**config.mk**
```make
export PLATFORM = sky130hd
export DESIGN_NAME = b1_scfifo_af
export DESIGN_NICKNAME = d
export VERILOG_FILES = /design/src/rtl/b1_scfifo_af.sv
export SDC_FILE = /design/constraint.sdc
export NUM_CORES = 2
export LEC_CHECK = 0
export BUFFER_PORTS_ARGS = -buffer_cell sky130_fd_sc_hd__buf_4
export CAP_MARGIN = 20
export CORE_MARGIN = 4
export CORE_UTILIZATION = 50
export CTS_CLUSTER_SIZE = 20
export DETAILED_ROUTE_END_ITERATION = 8
export GPL_TIMING_DRIVEN = 1
export MAX_ROUTING_LAYER = met4
export PLACE_DENSITY = 0.75
export REMOVE_ABC_BUFFERS = 1
export SETUP_SLACK_MARGIN = 0.15
export SYNTH_ARGS = -nofsm -noshare
export SYNTH_HDL_FRONTEND = slang
export SYNTH_SLANG_ARGS = --single-unit
```
**constraint.sdc**
```tcl
create_clock -name clk_i -period 7.05 [get_ports clk_i]
set_input_delay 0.3525 -clock clk_i [delete_from_list [all_inputs] [get_ports clk_i]]
set_output_delay 0.3525 -clock clk_i [all_outputs]
set_load 0.05 [all_outputs]
```
**src/rtl/b1_scfifo_af.sv**
```systemverilog
// ---------------------------------------------------------------------------
// b1_scfifo_af -- single-clock FIFO with almost-full / almost-empty flags
//
// Stores up to DEPTH = 2**AWIDTH words of DWIDTH bits. It supports two read
// modes:
//   SHOWAHEAD = "OFF" : q_o is registered. It loads the head word on the
//                       edge that accepts a read.
//   SHOWAHEAD = "ON"  : q_o always shows the head word while the FIFO is not
//                       empty. rdreq_i acknowledges that word. q_o holds the
//                       last shown word while the FIFO is empty.
// Overflow and underflow attempts are ignored and reported as one-cycle
// pulses.
//
// Ports
//   clk_i           in   1        clock, rising edge
//   arstn_i         in   1        asynchronous reset, active low
//   sclr_i          in   1        synchronous clear, active high
//   wrreq_i         in   1        write request
//   data_i          in   DWIDTH   write data
//   rdreq_i         in   1        read request / look-ahead acknowledge
//   q_o             out  DWIDTH   read data
//   empty_o         out  1        no words stored
//   full_o          out  1        DEPTH words stored
//   almost_empty_o  out  1        usedw_o <  ALMOST_EMPTY_VALUE
//   almost_full_o   out  1        usedw_o >= ALMOST_FULL_VALUE
//   usedw_o         out  AWIDTH+1 stored word count, 0..DEPTH
//   ovf_o           out  1        write attempted while full (pulse)
//   udf_o           out  1        read attempted while empty (pulse)
// ---------------------------------------------------------------------------
module b1_scfifo_af #(
    parameter int    DWIDTH             = 8,
    parameter int    AWIDTH             = 8,
    parameter string SHOWAHEAD          = "OFF",
    parameter int    ALMOST_FULL_VALUE  = 2**AWIDTH - 1,
    parameter int    ALMOST_EMPTY_VALUE = 1
) (
    input  logic              clk_i,
    input  logic              arstn_i,
    input  logic              sclr_i,
    input  logic              wrreq_i,
    input  logic [DWIDTH-1:0] data_i,
    input  logic              rdreq_i,
    output logic [DWIDTH-1:0] q_o,
    output logic              empty_o,
    output logic              full_o,
    output logic              almost_empty_o,
    output logic              almost_full_o,
    output logic [AWIDTH:0]   usedw_o,
    output logic              ovf_o,
    output logic              udf_o
);

    localparam int              DEPTH     = 2**AWIDTH;
    localparam logic [AWIDTH:0] FULL_CNT  = (AWIDTH+1)'(DEPTH);
    localparam logic [AWIDTH:0] AF_THR    = (AWIDTH+1)'(ALMOST_FULL_VALUE);
    localparam logic [AWIDTH:0] AE_THR    = (AWIDTH+1)'(ALMOST_EMPTY_VALUE);
    localparam logic [AWIDTH:0] CNT_ONE   = (AWIDTH+1)'(1);
    localparam logic [AWIDTH-1:0] PTR_ONE = AWIDTH'(1);
    localparam bit              LOOKAHEAD = (SHOWAHEAD == "ON");

    // ---------------------------------------------------------------
    // Elaboration-time parameter checks
    // ---------------------------------------------------------------
    generate
        if (SHOWAHEAD != "ON" && SHOWAHEAD != "OFF") begin : g_bad_showahead
            $error("b1_scfifo_af: SHOWAHEAD must be \"ON\" or \"OFF\"");
        end
        if (DWIDTH < 1 || AWIDTH < 1) begin : g_bad_width
            $error("b1_scfifo_af: DWIDTH and AWIDTH must be >= 1");
        end
        if (ALMOST_FULL_VALUE < 1 || ALMOST_FULL_VALUE > DEPTH) begin : g_bad_af
            $error("b1_scfifo_af: ALMOST_FULL_VALUE out of range 1..DEPTH");
        end
        if (ALMOST_EMPTY_VALUE < 1 || ALMOST_EMPTY_VALUE > DEPTH) begin : g_bad_ae
            $error("b1_scfifo_af: ALMOST_EMPTY_VALUE out of range 1..DEPTH");
        end
    endgenerate

    // ---------------------------------------------------------------
    // State
    // ---------------------------------------------------------------
    logic [DWIDTH-1:0] mem [DEPTH];
    logic [AWIDTH-1:0] wr_ptr;
    logic [AWIDTH-1:0] rd_ptr;

    logic              wr_acc;
    logic              rd_acc;
    logic [AWIDTH:0]   usedw_nxt;
    logic [AWIDTH:0]   after_read;
    logic [AWIDTH-1:0] rd_ptr_nxt;
    logic              fresh_head;
    logic [DWIDTH-1:0] q_nxt;

    // The status flags come only from the registered count. A request in the
    // current cycle cannot change them until the next edge.
    assign empty_o        = (usedw_o == '0);
    assign full_o         = (usedw_o == FULL_CNT);
    assign almost_full_o  = (usedw_o >= AF_THR);
    assign almost_empty_o = (usedw_o <  AE_THR);

    assign wr_acc = wrreq_i && !full_o;
    assign rd_acc = rdreq_i && !empty_o;

    // ---------------------------------------------------------------
    // Next-state logic
    // ---------------------------------------------------------------
    // NOTE: every signal assigned in always_comb gets a default first, so no
    // path leaves it unassigned and no latch is inferred.
    always_comb begin
        usedw_nxt = usedw_o;
        unique case ({wr_acc, rd_acc})
            2'b10:   usedw_nxt = usedw_o + CNT_ONE;
            2'b01:   usedw_nxt = usedw_o - CNT_ONE;
            default: usedw_nxt = usedw_o;
        endcase
    end

    assign rd_ptr_nxt = rd_acc ? (rd_ptr + PTR_ONE) : rd_ptr;

    // The new head is the word being written this cycle when the FIFO is
    // empty after this cycle's read. That word is not in memory yet, so it is
    // forwarded from data_i.
    assign after_read = usedw_o - {{AWIDTH{1'b0}}, rd_acc};
    assign fresh_head = wr_acc && (after_read == '0);

    always_comb begin
        q_nxt = q_o;
        if (LOOKAHEAD) begin
            // Present the head word after the edge. While the FIFO is empty,
            // keep the last word that was shown.
            if (usedw_nxt != '0) begin
                q_nxt = fresh_head ? data_i : mem[rd_ptr_nxt];
            end
        end else if (rd_acc) begin
            q_nxt = mem[rd_ptr];
        end
    end

    // ---------------------------------------------------------------
    // Control registers
    // ---------------------------------------------------------------
    // NOTE: sequential state uses non-blocking assignments, so every register
    // samples the values from before the edge, independent of statement order.
    always_ff @(posedge clk_i or negedge arstn_i) begin
        if (!arstn_i) begin
            wr_ptr  <= '0;
            rd_ptr  <= '0;
            usedw_o <= '0;
            q_o     <= '0;
            ovf_o   <= 1'b0;
            udf_o   <= 1'b0;
        end else if (sclr_i) begin
            wr_ptr  <= '0;
            rd_ptr  <= '0;
            usedw_o <= '0;
            q_o     <= '0;
            ovf_o   <= 1'b0;
            udf_o   <= 1'b0;
        end else begin
            if (wr_acc) begin
                wr_ptr <= wr_ptr + PTR_ONE;
            end
            rd_ptr  <= rd_ptr_nxt;
            usedw_o <= usedw_nxt;
            q_o     <= q_nxt;
            ovf_o   <= wrreq_i && full_o;
            udf_o   <= rdreq_i && empty_o;
        end
    end

    // ---------------------------------------------------------------
    // Storage
    // ---------------------------------------------------------------
    // NOTE: the memory array has no reset, so it can map onto RAM. Stale
    // contents never reach q_o, because q_o loads only from valid entries or
    // from data_i.
    always_ff @(posedge clk_i) begin
        if (wr_acc && !sclr_i) begin
            mem[wr_ptr] <= data_i;
        end
    end

endmodule

```
* Word level (Yosys, flattened, before mapping) *
Memory sizes are Yosys's and may differ from the RTL's.
Cells that the tools add are included.

cells by class
  $add $sub $neg = 4
  magnitude comparators = 2
  eq/ne operators = 3
  multiplexer cells = 12
  reduce and logical (&&, ||, !) cells = 12

operators with widths
  operator                                                                              number
  8-bit two-way mux                                                                     6
  9-bit one-hot mux with 2 select lines                                                 1
  8-bit by 1-bit adder with 8-bit output (second input constant)                        2
  9-bit by 1-bit adder with 9-bit output (second input constant)                        1
  9-bit equality test (second input constant)                                           1
  9-bit by 8-bit greater-or-equal comparator with 1-bit output (second input constant)  1
  9-bit logical NOT                                                                     1
  9-bit by 1-bit < comparator with 1-bit output (second input constant)                 1
  9-bit two-way mux                                                                     1
  9-bit by 1-bit subtractor with 9-bit output (second input constant)                   1
  1-bit logical AND                                                                     5
  1-bit two-way mux                                                                     4
  2-bit nonzero test                                                                    2
  1-bit logical NOT                                                                     3
  3-bit nonzero test                                                                    1
  2-bit by 1-bit equality test with 1-bit output (second input constant)                1
  2-bit equality test (second input constant)                                           1

storage, ports and cells
  register bits = 35
  bits in writable memories = 2,048
  input port bits = 13
  output and inout bits = 23
  word-level logic and storage cells = 40
  memories = 1

memories
  name  words  width  rd ports  clocked after memory_dff  write ports  line  source
  mem   256    8      1         0                         1            82    logic [DWIDTH-1:0] mem [DEPTH];

* Longest topological paths before layout *
  depth after elaboration = 6
  gate-level depth with buffers = 13
  mapped depth without buffers = 8

* Least setup slack after synthesis *
No wires, ideal clock.

  kind = register to register
  start = register usedw_o[2]
  end = memory mem[104][0] (enable)
  library setup time = 370 ps
  data arrival time = 2,785 ps
  slack = 3,895 ps
  stages on the path, launching flop included = 9
  period minus slack after synthesis = 3,155 ps
  path through = dfrtp_1 > clkbuf_1 > nor4_1 > a41o_1 > buf_2 > nor4b_1 > nand2_1 > clkbuf_1 > nor2_1

on the way
  word-level cells in the longest chain between the ends = 6

ends and longest elaborated chain
  what                                     line  source
  start, declared                          48    output logic [AWIDTH:0] usedw_o,
  start signal, assigned                   164   usedw_o <= usedw_nxt;
  9-bit equality test                      97    assign full_o = (usedw_o == FULL_CNT);
  1-bit logical NOT                        101   assign wr_acc = wrreq_i && !full_o;
  1-bit logical AND                        101
  1-bit logical AND                        178   if (wr_acc && !sclr_i) begin
  1-bit two-way mux                        178
  1-bit two-way mux (not written as such)  179   mem[wr_ptr] <= data_i;
  end, declared                            82

No other way between the ends.

* Final worst setup path *
  start = register rd_ptr[2]
  end = register q_o[0]

on the way
  word-level cells in the longest chain between the ends = 3

ends and longest elaborated chain
  what                    line  source
  start, declared         84    logic [AWIDTH-1:0] rd_ptr;
  start signal, assigned  163   rd_ptr <= rd_ptr_nxt;
  memory 256 x 8 bit      --
  8-bit two-way mux       134   end else if (rd_acc) begin
  8-bit two-way mux       152   end else if (sclr_i) begin
  end signal, assigned    165   q_o <= q_nxt;
  end, declared           43    output logic [DWIDTH-1:0] q_o,

No other way between the ends. The select of a mux whose other input is x is not followed.
A chain may end at the register's enable or synchronous reset.

==> flow_summary.json <==
{
  "io_buffers": 35,
  "setup_viol": 0,
  "max_slew_margin": 0.139,
  "synth_cell_types": 66,
  "cts_buffer_depth": 3,
  "reg2reg_to": "q_o[0]$_DFFE_PN0P_",
  "r2r_slack_ps": 2490,
  "ys.flop_type": "edfxtp_1",
  "clk_latency_ps": 840,
  "route.detailed.drc": 0,
  "hpwl_mm": 117,
  "fmax_mhz": 219,
  "min_delay_path_depth": 1,
  "hp-class": "input pin to register",
  "netSwitchingPower_uw": 7870,
  "antenna_found_initial": 3,
  "rsz0062_at_grt": "false",
  "cp-start-kind": "register",
  "critPathMaxFanout": 59,
  "finClkSkew_ps": 43.9,
  "start_util": 0.504,
  "grt_max_degree": 153,
  "clk_pin_slew_ps": 60,
  "powerDensity_nw_per_um2": 329,
  "comb_power_share": 0.189,
  "die_h_um": 411,
  "p_sw_frac": 0.265,
  "reg2regPathDepth": 9,
  "h-tree-depth": 4,
  "seqPwrFrac": 0.466,
  "design.portCount": 36,
  "critical_path.endpoint_type": "register",
  "die-width_um": 411,
  "cp_data_arrival_time_ps": 5280,
  "drive_gt1_frac": 0.208,
  "viasPerCell": 6.48,
  "cts_buffers": 194,
  "clock_sinks": 2083,
  "hold_slack_ps": 106,
  "cts-root-buf": "clkbuf_16",
  "grt-ovfl-total": 0,
  "finalMaxSlewViolations": 0,
  "synth-seq-cells": 2083,
  "async_flop_share": 0.0168,
  "hp-start": "data_i[1]",
  "yosysWarningCount": 0,
  "drt-total-wl_mm": 202,
  "criticalPathCategory": "register to register",
  "grt_pass1_wl_mm": 294,
  "rows": 147,
  "postSynthAreaPerCell_um2": 20.7,
  "final_util": 0.559,
  "outcome": "finished, final reports clean",
  "post-route-min-period_ps": 4560,
  "setup-tns-final_ps": 0,
  "max-cap-violations": 0,
  "cp_data_required_time_ps": 7780,
  "drt_iter0_markers": 6489,
  "dp.cells": 5961,
  "cts_setup_buffers": 0,
  "dieArea_um2": 169000,
  "syn2layout_area_growth_pct": 10.9,
  "hold_path_end": "mem[124][1]$_DFFE_PP_",
  "layout.nets": 4027,
  "syn-cell-area_um2": 81300,
  "grt_pass1_vias": 41000,
  "gp_congestion": 0.902,
  "synth-edff-count": 2048,
  "synthCells": 3920,
  "fin_crit_sh": 0.647,
  "ir_worst_vdd_v": 0.000379,
  "worst_pin_slew_ps": 1260,
  "crit-reg2reg-launch": "rd_ptr[2]$_DFFE_PN0P_",
  "antenna_left": 0,
  "layoutNonFillerInstCount": 6332,
  "leakagePower_uw": 0.0276,
  "hold_violations": 0,
  "grt_util_all_layers": 0.247,
  "cell_internal_pwr_uw": 21800,
  "power_uw": 29700,
  "yosysSeqAreaShare": 0.768,
  "core_area_um2": 161000,
  "post_drt_wl_per_cell_um": 31.8,
  "via_count": 41000,
  "cts_tree": "yes",
  "firstDrtPassIters": 8,
  "fillers": 11700,
  "clockPowerShare": 0.345
}
[through the flow]
stage          cell area (µm²)  setup WS (ps)
2_1_floorplan            80000         -16720
3_3_place_gp             83800           2660
3_5_place_dp             83800           2680
4_1_cts                  90100           2520
5_1_grt                  90100           2470
6_report                 90100           2490
[state kept, by name (all words and copies together) (netlist names)]
| signal | cells |
|---|---|
| udf_o | 1 |
| rd_ptr | 8 |
| usedw_o | 9 |
| ovf_o | 1 |
| mem | 2048 |
| wr_ptr | 8 |
| q_o | 8 |
[area by class of cell]
class                   instances  area (µm²)  area share
clock buffers                 251        5190      0.0576
inverters                       9        38.8    0.000431
flip-flops and latches       2083       62400       0.693
repair buffers                126        1170      0.0130
diodes                          2        5.00   0.0000556
well taps                    2160        2700      0.0300
clock inverters               109         996      0.0111
multi-input cells            1592       17600       0.195
[timing repair]
action | CTS | global route
gates resized for setup | 0 | 0
hold buffers | 8 | 0
endpoints found under the hold margin | 61 | 0
[cell usage after synthesis, types with 4 or more instances]
cell / n / area (µm²)
a211o_1: 4 / 35.0
xnor2_1: 11 / 96.3
o221ai_1: 17 / 149
a221oi_1: 45 / 394
a31oi_1: 11 / 68.8
ha_1: 8 / 100
mux2_2: 7 / 78.8
nor2_1: 314 / 1180
o21ai_0: 48 / 240
o22ai_1: 33 / 206
and2_1: 9 / 56.3
buf_1: 21 / 78.8
a22o_1: 5 / 43.8
mux2i_1: 258 / 2580
nand2b_1: 6 / 37.5
edfxtp_1: 2048 / 61500
nor3_1: 13 / 65.1
o211ai_1: 9 / 67.6
xor2_1: 9 / 78.8
a2111oi_0: 5 / 43.8
a21oi_1: 47 / 235
nor4_1: 11 / 68.8
a22oi_1: 63 / 473
buf_4: 33 / 248
nor2b_1: 11 / 68.8
mux4_2: 448 / 10100
buf_2: 39 / 195
buf_6: 29 / 327
dfrtp_1: 35 / 876
nand4_1: 6 / 37.5
a211oi_1: 12 / 90.1
nand3_1: 33 / 165
nand2_1: 91 / 342
and3_1: 11 / 68.8
clkbuf_1: 112 / 420
inv_1: 7 / 26.3
[how the worst max path moves through the flow]
stage	start	endpoint	slack (ps)
3_5_place_dp	rd_ptr[0]$_DFFE_PN0P_	q_o[3]$_DFFE_PN0P_	2680
2_1_floorplan	rd_ptr[0]$_DFFE_PN0P_	q_o[1]$_DFFE_PN0P_	-16720
4_1_cts	rd_ptr[0]$_DFFE_PN0P_	q_o[3]$_DFFE_PN0P_	2520
6_report	rd_ptr[2]$_DFFE_PN0P_	q_o[0]$_DFFE_PN0P_	2490
5_1_grt	rd_ptr[0]$_DFFE_PN0P_	q_o[3]$_DFFE_PN0P_	2470
3_3_place_gp	rd_ptr[2]$_DFFE_PN0P_	q_o[0]$_DFFE_PN0P_	2660
[critical path: stages, from the launching register on]
cell and delay (ps):
dfrtp_4 720, buf_12 450, nor2b_4 660, buf_4 430, a22oi_1 150, a211oi_1 410
o21ai_0 180, a2111oi_0 850, a211oi_1 200, a211o_1 330
[cell usage in the layout (no fill, tap or decap), types with 9 or more instances in the layout]
cell type,n
and3_1,11
a221oi_1,45
bufinv_16,11
edfxtp_1,2048
clkinv_1,42
nor2_1,311
clkbuf_1,47
a31oi_1,11
clkbuf_8,16
xnor2_1,11
a211oi_1,12
clkbuf_16,196
dfrtp_1,29
nor3_1,13
a22oi_1,63
mux2i_1,258
inv_6,10
clkinv_2,27
o21ai_0,48
o22ai_1,33
mux4_2,448
buf_4,98
buf_12,11
xor2_1,9
a21oi_1,47
nand3_1,33
o221ai_1,17
nand2_1,91
o211ai_1,9
nor4_1,11
[power by group through the flow]
stage / combinational [µW] / sequential, µW / clock (µW)
floorplan: 3390 / 14400 / 0
global placement: 5540 / 14100 / 0
detailed placement: 5590 / 14100 / 0
CTS: 5620 / 13800 / 10300
global route: 5900 / 13800 / 10900
finish: 5610 / 13800 / 10200
[logic make-up (layout without fill, tap and decap cells)]
| logic type | after synthesis | in the layout | synth area share |
|---|---|---|---|
| flops | 2083 | 2083 | 0.768 |
| mux | 713 | 713 | 0.157 |
| compound gates | 331 | 331 | 0.0287 |
| simple gates | 520 | 520 | 0.0271 |
| fa+ha+maj | 8 | 8 | 0.00123 |
| buf+inv | 245 | 495 | 0.0164 |
| xor+xnor | 20 | 20 | 0.00216 |
| other cells | 0 | 2 | 0 |
[per-layer routing]
| metal | GRT usage | vias to the layer above | share of wire |
|---|---|---|---|
| li1 | - | 16400 | - |
| met1 | 0.338 | 21400 | 0.37 |
| met2 | 0.360 | 2704 | 0.46 |
| met3 | 0.0622 | 499 | 0.12 |
| met4 | 0.0977 | 0 | 0.045 |
| met5 | - | - | 0 |
Note: power is estimated with default switching activity, not from simulation.
